## config.mk

```make
export PLATFORM = sky130hd
export DESIGN_NAME = sb_param_ccff_dbuf
export DESIGN_NICKNAME = d
export VERILOG_FILES = /design/src/rtl/sb_param_ccff_dbuf.sv
export SDC_FILE = /design/constraint.sdc
export NUM_CORES = 1
export LEC_CHECK = 0
export BUFFER_PORTS_ARGS = -buffer_cell sky130_fd_sc_hd__buf_2
export CAP_MARGIN = 20
export CORE_UTILIZATION = 50
export DETAILED_ROUTE_END_ITERATION = 8
export MAX_ROUTING_LAYER = met4
export PLACE_DENSITY_LB_ADDON = 0.15
export SLEW_MARGIN = 20
export SYNTH_ARGS = -nofsm -noshare
export SYNTH_HDL_FRONTEND = slang
export SYNTH_SLANG_ARGS = --single-unit
```

## constraint.sdc

```tcl
create_clock -name prog_clk -period 1.3 [get_ports prog_clk]
set_input_delay 0.13 -clock prog_clk [delete_from_list [all_inputs] [get_ports prog_clk]]
set_output_delay 0.13 -clock prog_clk [all_outputs]
set_load 0.005 [all_outputs]
```

## src/rtl/sb_param_ccff_dbuf.sv

```systemverilog
// Corner switch block: right/bottom channel muxes driven by a double-buffered config chain (CCFF_PARITY_EN adds a frame parity bit).
// Latency: routing is combinational; shadow selects commit one prog_clk edge after the final frame bit.
// Backpressure: none; shifting is gated only by ccff_shift, and the live selects hold while the chain is reloaded.
module sb_param_ccff_dbuf #(
    parameter  int CHAN_WIDTH = 5,
    parameter  int NUM_PIN    = 8,
    localparam int SEL_W      = $clog2(NUM_PIN + 1),
    localparam int FRAME_BITS = 2 * CHAN_WIDTH * SEL_W
) (
    input  logic                  prog_clk,
    input  logic                  pReset,
    input  logic [CHAN_WIDTH-1:0] chanx_right_in,
    input  logic [CHAN_WIDTH-1:0] chany_bottom_in,
    input  logic [NUM_PIN-1:0]    right_pin_in,
    input  logic [NUM_PIN-1:0]    bottom_pin_in,
    input  logic                  ccff_head,
    input  logic                  ccff_shift,
    output logic [CHAN_WIDTH-1:0] chanx_right_out,
    output logic [CHAN_WIDTH-1:0] chany_bottom_out,
    output logic                  ccff_tail,
    output logic                  cfg_done,
    output logic                  cfg_err
);

`ifdef CCFF_PARITY_EN
    localparam int SR_W = FRAME_BITS + 1;
`else
    localparam int SR_W = FRAME_BITS;
`endif
    localparam int CNT_W = $clog2(SR_W);
    localparam logic [CNT_W-1:0] CNT_LAST = CNT_W'(SR_W - 1);

    typedef enum logic [1:0] {
        ST_UNCONF,
        ST_LOADING,
        ST_ACTIVE,
        ST_RELOAD
    } state_t;

    state_t                r_state;
    logic [SR_W-1:0]       r_sr;
    logic [CNT_W-1:0]      r_cnt;
    logic                  r_commit_pend;
    logic [FRAME_BITS-1:0] r_shadow;
    logic                  r_cfg_done;
    logic [FRAME_BITS-1:0] w_payload;
    logic                  w_frame_ok;
    logic                  w_route_en;
    logic [CHAN_WIDTH-1:0] w_right;
    logic [CHAN_WIDTH-1:0] w_bottom;
    logic [SEL_W-1:0]      w_sel_r [CHAN_WIDTH];
    logic [SEL_W-1:0]      w_sel_b [CHAN_WIDTH];

`ifdef CCFF_PARITY_EN
    logic r_cfg_err;

    // Parity is the last bit shifted, so it lands in sr[0]; even parity over the whole frame.
    assign w_payload  = r_sr[SR_W-1:1];
    assign w_frame_ok = ~^r_sr;
    assign cfg_err    = r_cfg_err;

    always_ff @(posedge prog_clk or negedge pReset) begin
        if (!pReset) begin
            r_cfg_err <= 1'b0;
        end else if (r_commit_pend) begin
            r_cfg_err <= ~w_frame_ok;
        end
    end
`else
    assign w_payload  = r_sr;
    assign w_frame_ok = 1'b1;
    assign cfg_err    = 1'b0;
`endif

    always_ff @(posedge prog_clk or negedge pReset) begin
        if (!pReset) begin
            r_state       <= ST_UNCONF;
            r_sr          <= '0;
            r_cnt         <= '0;
            r_commit_pend <= 1'b0;
            r_shadow      <= '0;
            r_cfg_done    <= 1'b0;
        end else begin
            r_commit_pend <= 1'b0;
            if (ccff_shift) begin
                r_sr <= {r_sr[SR_W-2:0], ccff_head};
                if (r_cnt == CNT_LAST) begin
                    r_cnt         <= '0;
                    r_commit_pend <= 1'b1;
                end else begin
                    r_cnt <= r_cnt + CNT_W'(1);
                end
            end

            // Commit samples sr one edge after frame end; a continued stream only shifts it afterwards.
            if (r_commit_pend && w_frame_ok) begin
                r_shadow   <= w_payload;
                r_cfg_done <= 1'b1;
            end

            case (r_state)
                ST_UNCONF:  if (ccff_shift) r_state <= ST_LOADING;
                ST_LOADING: if (r_commit_pend && w_frame_ok) r_state <= ST_ACTIVE;
                ST_ACTIVE:  if (ccff_shift) r_state <= ST_RELOAD;
                ST_RELOAD:  if (r_commit_pend && w_frame_ok) r_state <= ST_ACTIVE;
                default:    r_state <= ST_UNCONF;
            endcase
        end
    end

    always_comb begin
        for (int i = 0; i < CHAN_WIDTH; i++) begin
            w_sel_r[i]  = r_shadow[i*SEL_W +: SEL_W];
            w_sel_b[i]  = r_shadow[(i+CHAN_WIDTH)*SEL_W +: SEL_W];
            w_right[i]  = 1'b0;
            w_bottom[i] = 1'b0;
            if (w_sel_r[i] == '0) w_right[i] = chany_bottom_in[i];
            if (w_sel_b[i] == '0) w_bottom[i] = chanx_right_in[i];
            // Selects beyond NUM_PIN match no pin and leave the track at 0.
            for (int j = 0; j < NUM_PIN; j++) begin
                if (w_sel_r[i] == SEL_W'(j + 1)) w_right[i] = right_pin_in[j];
                if (w_sel_b[i] == SEL_W'(j + 1)) w_bottom[i] = bottom_pin_in[j];
            end
        end
    end

    assign w_route_en       = (r_state == ST_ACTIVE) || (r_state == ST_RELOAD);
    assign chanx_right_out  = w_route_en ? w_right : '0;
    assign chany_bottom_out = w_route_en ? w_bottom : '0;
    assign ccff_tail        = r_sr[SR_W-1];
    assign cfg_done         = r_cfg_done;

endmodule

```

==> impl_metrics.ini, run 1 <==
[outcome]
outcome = complete, but fails checks
failed_checks = negative setup slack

[worst_setup_path]
critPathMaxStageDelay_ps = 520
worst-path-buf-inv = 1
crit_required_ps = 1170
path_delay_family = multiplexers
cp-start-kind = flip-flop
crit_arrival_ps = 1690
crit_chain = mux4_2, mux2i_1, o22ai_1, buf_2
critPathKind = flip-flop to output port
cp-end-kind = output port
worst_path_max_delay_cell = mux4_2
cp_max_fo = 3

[synth]
yosysSeqAreaShare = 0.534
synth_area_leader_cell = dfrtp_1
yosysMostFrequentCell = dfrtp_1
synth_area_mm2 = 0.00422
synthTopCellsByCount = dfrtp_1, mux2_2, mux2_1, mux2i_1, a21oi_1
post_synth_num_cell_types = 35
syn_inst = 303
synth-main-ff-cell = dfrtp_1
syn_area_per_cell_um2 = 13.9
synthArstFlopShare = 1.00
yosysWarnings = 0
yosys_register_bits = 90
synth.top_cell.area_share = 0.534
syn_nets = 334
synth.area.top_cells = dfrtp_1, mux2_2, mux2_1
synth-edff-count = 0

[routing]
wire_per_inst_um = 16.2
num_vias = 2698
drt_iter0_drc = 106
drc = 0
vias_per_cell = 5.52
route.final.wire_length_um = 7900
first_pass_iters = 4
final_antenna_net_count = 0

[clock_tree]
cts_made_buffers = 9
h-tree-depth = 3
cts_root_buffer = clkbuf_8
clk_pin_slew_ps = 90
clock_latency_ps = 350
cts_sinks = 90
cts_max_path_buffers = 2
cts_tree = yes

[timing]
fmax_mhz = 550
timing.setup.tns_ps = -4250
slew_violations = 0
worst_slack_ps = -519
clock-skew-final_ps = 11.8
post-route-min-period_ps = 1820
fin_crit_sh = 1.40
rsz0062_at_grt = yes
final_hold_viol_count = 0
holdWs_ps = 117
finalSetupViolCount = 10

[grt]
antenna_found_initial = 0
use_met2 = 0.299
grt_first_pass_wirelength_um = 13300
grt_pass1_vias = 2682
grt_max_degree = 38
grt-ovfl-total = 0
grt_usage = 0.205
gr-usage-met1 = 0.287
gr-usage-met3 = 0.0388
grt.busiest_layer = met2

[finish]
antenna_cells = 0
fin_area_mm2 = 0.00506
area_growth_pct = 20.1
num-fill-cells = 655
drive_gt1_frac = 0.424
final_nets = 410

[worst_hold_path]
min_path_type = input pin to flip-flop

[pwr]
max-vdd-ir-drop_uv = 988
swShare = 0.284
p_comb_frac = 0.226
p_seq_frac = 0.524
p_per_area_mw_per_mm2 = 1530
switchingPower_mw = 2.20
clkPwrFrac = 0.250
p_leak_nw = 2.39
finalPower_mw = 7.75
internal-power_mw = 5.54

[flow_run]
maxCapViolations = 0

[floorplanning]
fp-row-count = 33
die_h_um = 93.8
start_util = 0.516
die_area_mm2 = 0.00880
die_w_um = 93.8
io_pins = 43
core_area_mm2 = 0.00818

[placement]
io_buffers = 41
gp_congestion = 0.749
placed_area_mm2 = 0.00479
hpwl_um = 5450
==> flip-flops by register name, indices dropped and copies added (netlist names) <==
signal         cells
r_shadow          40
r_sr              40
r_cnt              6
r_state            2
cfg_done           1
r_commit_pend      1
==> power by group through the flow <==
stage | clock (mW) | combinational [mW] | sequential (mW)
6_report | 1.94 | 1.75 | 4.06
5_1_grt | 2.13 | 1.94 | 4.17
4_1_cts | 2.02 | 1.76 | 4.05
3_5_place_dp | 0 | 1.74 | 4.09
3_3_place_gp | 0 | 1.69 | 4.07
2_1_floorplan | 0 | 1.17 | 3.90
==> area by class of cell <==
cell class                 instances  area (µm²)  share of cell area
sequential                        90        2260               0.446
multi-input combinational        196        1900               0.375
timing repair buffer              78         553               0.109
clock buffer                      13         159              0.0314
tap                              105         131              0.0260
clock inverter                     3        47.5             0.00939
inverter                           4        15.0             0.00297
==> tightest hold or removal path: stages <==
cell     delay, ps
buf_2          140
nand4_1        110
xnor2_1         60
==> path summary, 6_finish.rpt <==
kind | slack (ps) | start | cells after the start | endpoint
max | -520 | r_shadow[0] | 4 | chanx_right_out[0]
min | 120 | ccff_shift | 3 | r_cnt[4]
max reg2reg | 130 | r_cnt[1] | 5 | r_cnt[5]
min reg2reg | 460 | cfg_done | 1 | cfg_done
max in group asynchronous | 650 | pReset | 3 | r_shadow[6]
min in group asynchronous | 140 | pReset | 2 | r_cnt[2]
==> cells by family after synthesis <==
group                      Yosys count  synth area share
xor gates and xnor gates             4           0.00831
adders and majority gates            1           0.00297
AOI/OAI and AO/OA                   36            0.0540
and+or+nand+nor                     38            0.0540
DFF                                 90             0.534
other                                1          0.000890
buffers and inverters               17            0.0190
muxes                              116             0.327
==> metal layers <==
metal | wire length (µm) | share of wire | up-vias
met5 | 0 | 0 | -
met2 | 3560 | 0.45 | 41
met3 | 267 | 0.034 | 8
met4 | 115 | 0.015 | 0
li1 | - | - | 1284
met1 | 3950 | 0.50 | 1365
==> through the flow <==
stage,utilization,instances,worst slack [ps]
after global routing,0.619,489,-577
final,0.619,489,-519
after floorplan,-,303,-4.00
after detailed placement,0.586,468,-144
after global placement,0.586,468,-132
after CTS,0.615,487,-526
==> cells in the final DEF, fill, tap and decap left out, types with 5 or more instances in the layout <==
cell	instances
dfrtp_1	86
mux2_2	50
buf_2	40
mux2_1	32
buf_4	31
mux2i_1	25
a21oi_1	14
clkbuf_8	11
mux4_2	9
nor2_1	7
nand2_1	6
buf_12	5
==> timing repair <==
action,CTS,global route
hold buffers,2,0
setup buffers,1,2
hold endpoints to repair,91,0
cloned,0,0
pin swaps,6,2
gates resized for setup,7,4
setup endpoints to repair,10,11
Note: power is estimated with default switching activity, not from simulation.
==> run 2: changes to the inputs <==
--- a/config.mk
+++ b/config.mk
@@ -5,10 +5,10 @@
 export SDC_FILE = /design/constraint.sdc
 export NUM_CORES = 1
 export LEC_CHECK = 0
-export BUFFER_PORTS_ARGS = -buffer_cell sky130_fd_sc_hd__buf_2
 export CAP_MARGIN = 20
 export CORE_UTILIZATION = 50
 export DETAILED_ROUTE_END_ITERATION = 8
+export DONT_BUFFER_PORTS = 1
 export MAX_ROUTING_LAYER = met4
 export PLACE_DENSITY_LB_ADDON = 0.15
 export SLEW_MARGIN = 20
==> impl_metrics.ini, run 2 (synthesis gave the netlist of run 1 again) <==
[clock_tree]
cts_made_buffers = 9
clk_pin_slew_ps = 90
cts_tree = yes
cts_sinks = 90
cts_max_path_buffers = 2
hold_buffers = 3
h-tree-depth = 3
cts_root_buffer = clkbuf_8
clock_latency_ps = 350
postCtsSetupBuffers = 0

[finish]
regArea_mm2 = 0.00226
drive_gt1_frac = 0.345
reg_top3 = r_shadow x40, r_sr x40, r_cnt x6
multi_input_area_mm2 = 0.00191
layout_common_cells = dfrtp_1, mux2_2, mux2_1
num-fill-cells = 684
layout_commonest_cell = dfrtp_1
antenna_cells = 0
final_util = 0.584
area_growth_pct = 13.3
fin_area_mm2 = 0.00478
final_nets = 359

[timing]
rsz0062_at_grt = yes
timing.setup.tns_ps = -3250
slew_violations = 0
final_hold_viol_count = 133
clock-skew-final_ps = 8.59
worst_slack_ps = -382
fmax_mhz = 595
fin_crit_sh = 1.29
finalSetupViolCount = 10
post-route-min-period_ps = 1680
holdWs_ps = -536

[routing]
wire_per_inst_um = 18.2
drt_iter0_drc = 65
route.final.wire_length_um = 7970
routed.top_layer = met4
first_pass_iters = 4
final_antenna_net_count = 0
drt-met1-wl_um = 3740
num_vias = 2555
wl_met3_um = 315
vias_per_cell = 5.83
drc = 0
dr_wl_met2_um = 3840

[worst_setup_path]
rr_startpoint = r_cnt[0]
cp-start-kind = flip-flop
crit_required_ps = 1170
critPathKind = flip-flop to output port
rr_worst_depth = 3
cp_max_fo = 2
rrSetupSlack_ps = 60
crit_arrival_ps = 1550
r2r_end = r_cnt[0]
cp-end-kind = output port

[floorplanning]
io_pins = 43
start_util = 0.516
fp-row-count = 33
core_area_mm2 = 0.00818
die_w_um = 93.8
die_area_mm2 = 0.00880
die_h_um = 93.8

[grt]
antenna_found_initial = 0
grt_first_pass_wirelength_um = 13100
grt-ovfl-total = 0
grt_pass1_vias = 2606
grt_usage = 0.203
grt_max_degree = 91

[pwr]
p_comb_frac = 0.201
finalPower_mw = 7.74
p_leak_nw = 2.15
clkPwrFrac = 0.274
p_per_area_mw_per_mm2 = 1620
p_seq_frac = 0.525
max-vdd-ir-drop_uv = 871
internal-power_mw = 5.57
switchingPower_mw = 2.17
swShare = 0.280

[placement]
gp_congestion = 0.711
hpwl_um = 5300
placed_area_mm2 = 0.00449
io_buffers = 0

[outcome]
outcome = complete, but fails checks
failed_checks = negative hold slack, negative setup slack

[flow_run]
maxCapViolations = 0

[worst_hold_path]
min_path_type = input pin to asynchronous set/reset pin
-- run 2: worst max path at each step --
stage	startpoint	end	slack (ps)
6_report	r_shadow[16]	chanx_right_out[4]	-380
5_1_grt	r_shadow[32]	chany_bottom_out[3]	-480
4_1_cts	r_shadow[16]	chanx_right_out[4]	-410
3_5_place_dp	r_state[1]	chanx_right_out[0]	-70
3_3_place_gp	r_state[1]	chanx_right_out[0]	-60
2_1_floorplan	r_shadow[16]	chanx_right_out[4]	-4
-- run 2: repair_timing --
action | 4_1_cts | 5_1_grt
endpoints found under the hold margin | 135 | 133
endpoints found under the setup margin | 10 | 13
resized for setup | 8 | 5
pin swaps | 5 | 3
-- run 2: power groups by stage --
| stage | Sequential (mW) | Clock [mW] | Combinational (mW) |
|---|---|---|---|
| after floorplan | 3.90 | 0 | 1.17 |
| after global placement | 4.07 | 0 | 1.42 |
| after detailed placement | 4.10 | 0 | 1.48 |
| after CTS | 4.06 | 2.18 | 1.54 |
| after global routing | 4.17 | 2.31 | 1.72 |
| final | 4.06 | 2.12 | 1.55 |
-- run 2: per-layer routing --
layer  global-route usage  vias up
li1                     -     1175
met1                0.262     1321
met2                0.321       50
met3               0.0518        9
met4               0.0538        0
met5                    -        -
-- run 2: area by class of cell --
cell class                 instances  share of cell area
clock buffer                       9              0.0259
multi-input combinational        196               0.401
tap                              105              0.0275
timing repair buffer              27              0.0493
sequential                        90               0.473
inverter                           4             0.00314
clock inverter                     7              0.0207
-- run 2: stage by stage --
| stage | setup WS [ps] | instances |
|---|---|---|
| 2_1_floorplan | -4.00 | 303 |
| 3_3_place_gp | -55.7 | 419 |
| 3_5_place_dp | -74.5 | 419 |
| 4_1_cts | -409 | 438 |
| 5_1_grt | -476 | 438 |
| 6_report | -382 | 438 |
-- run 2: critical path: stages (launching register included) --
cell and delay (ps):
dfrtp_1 380, mux4_2 510, nand2_1 80, a21oi_1 60
o21a_1 180
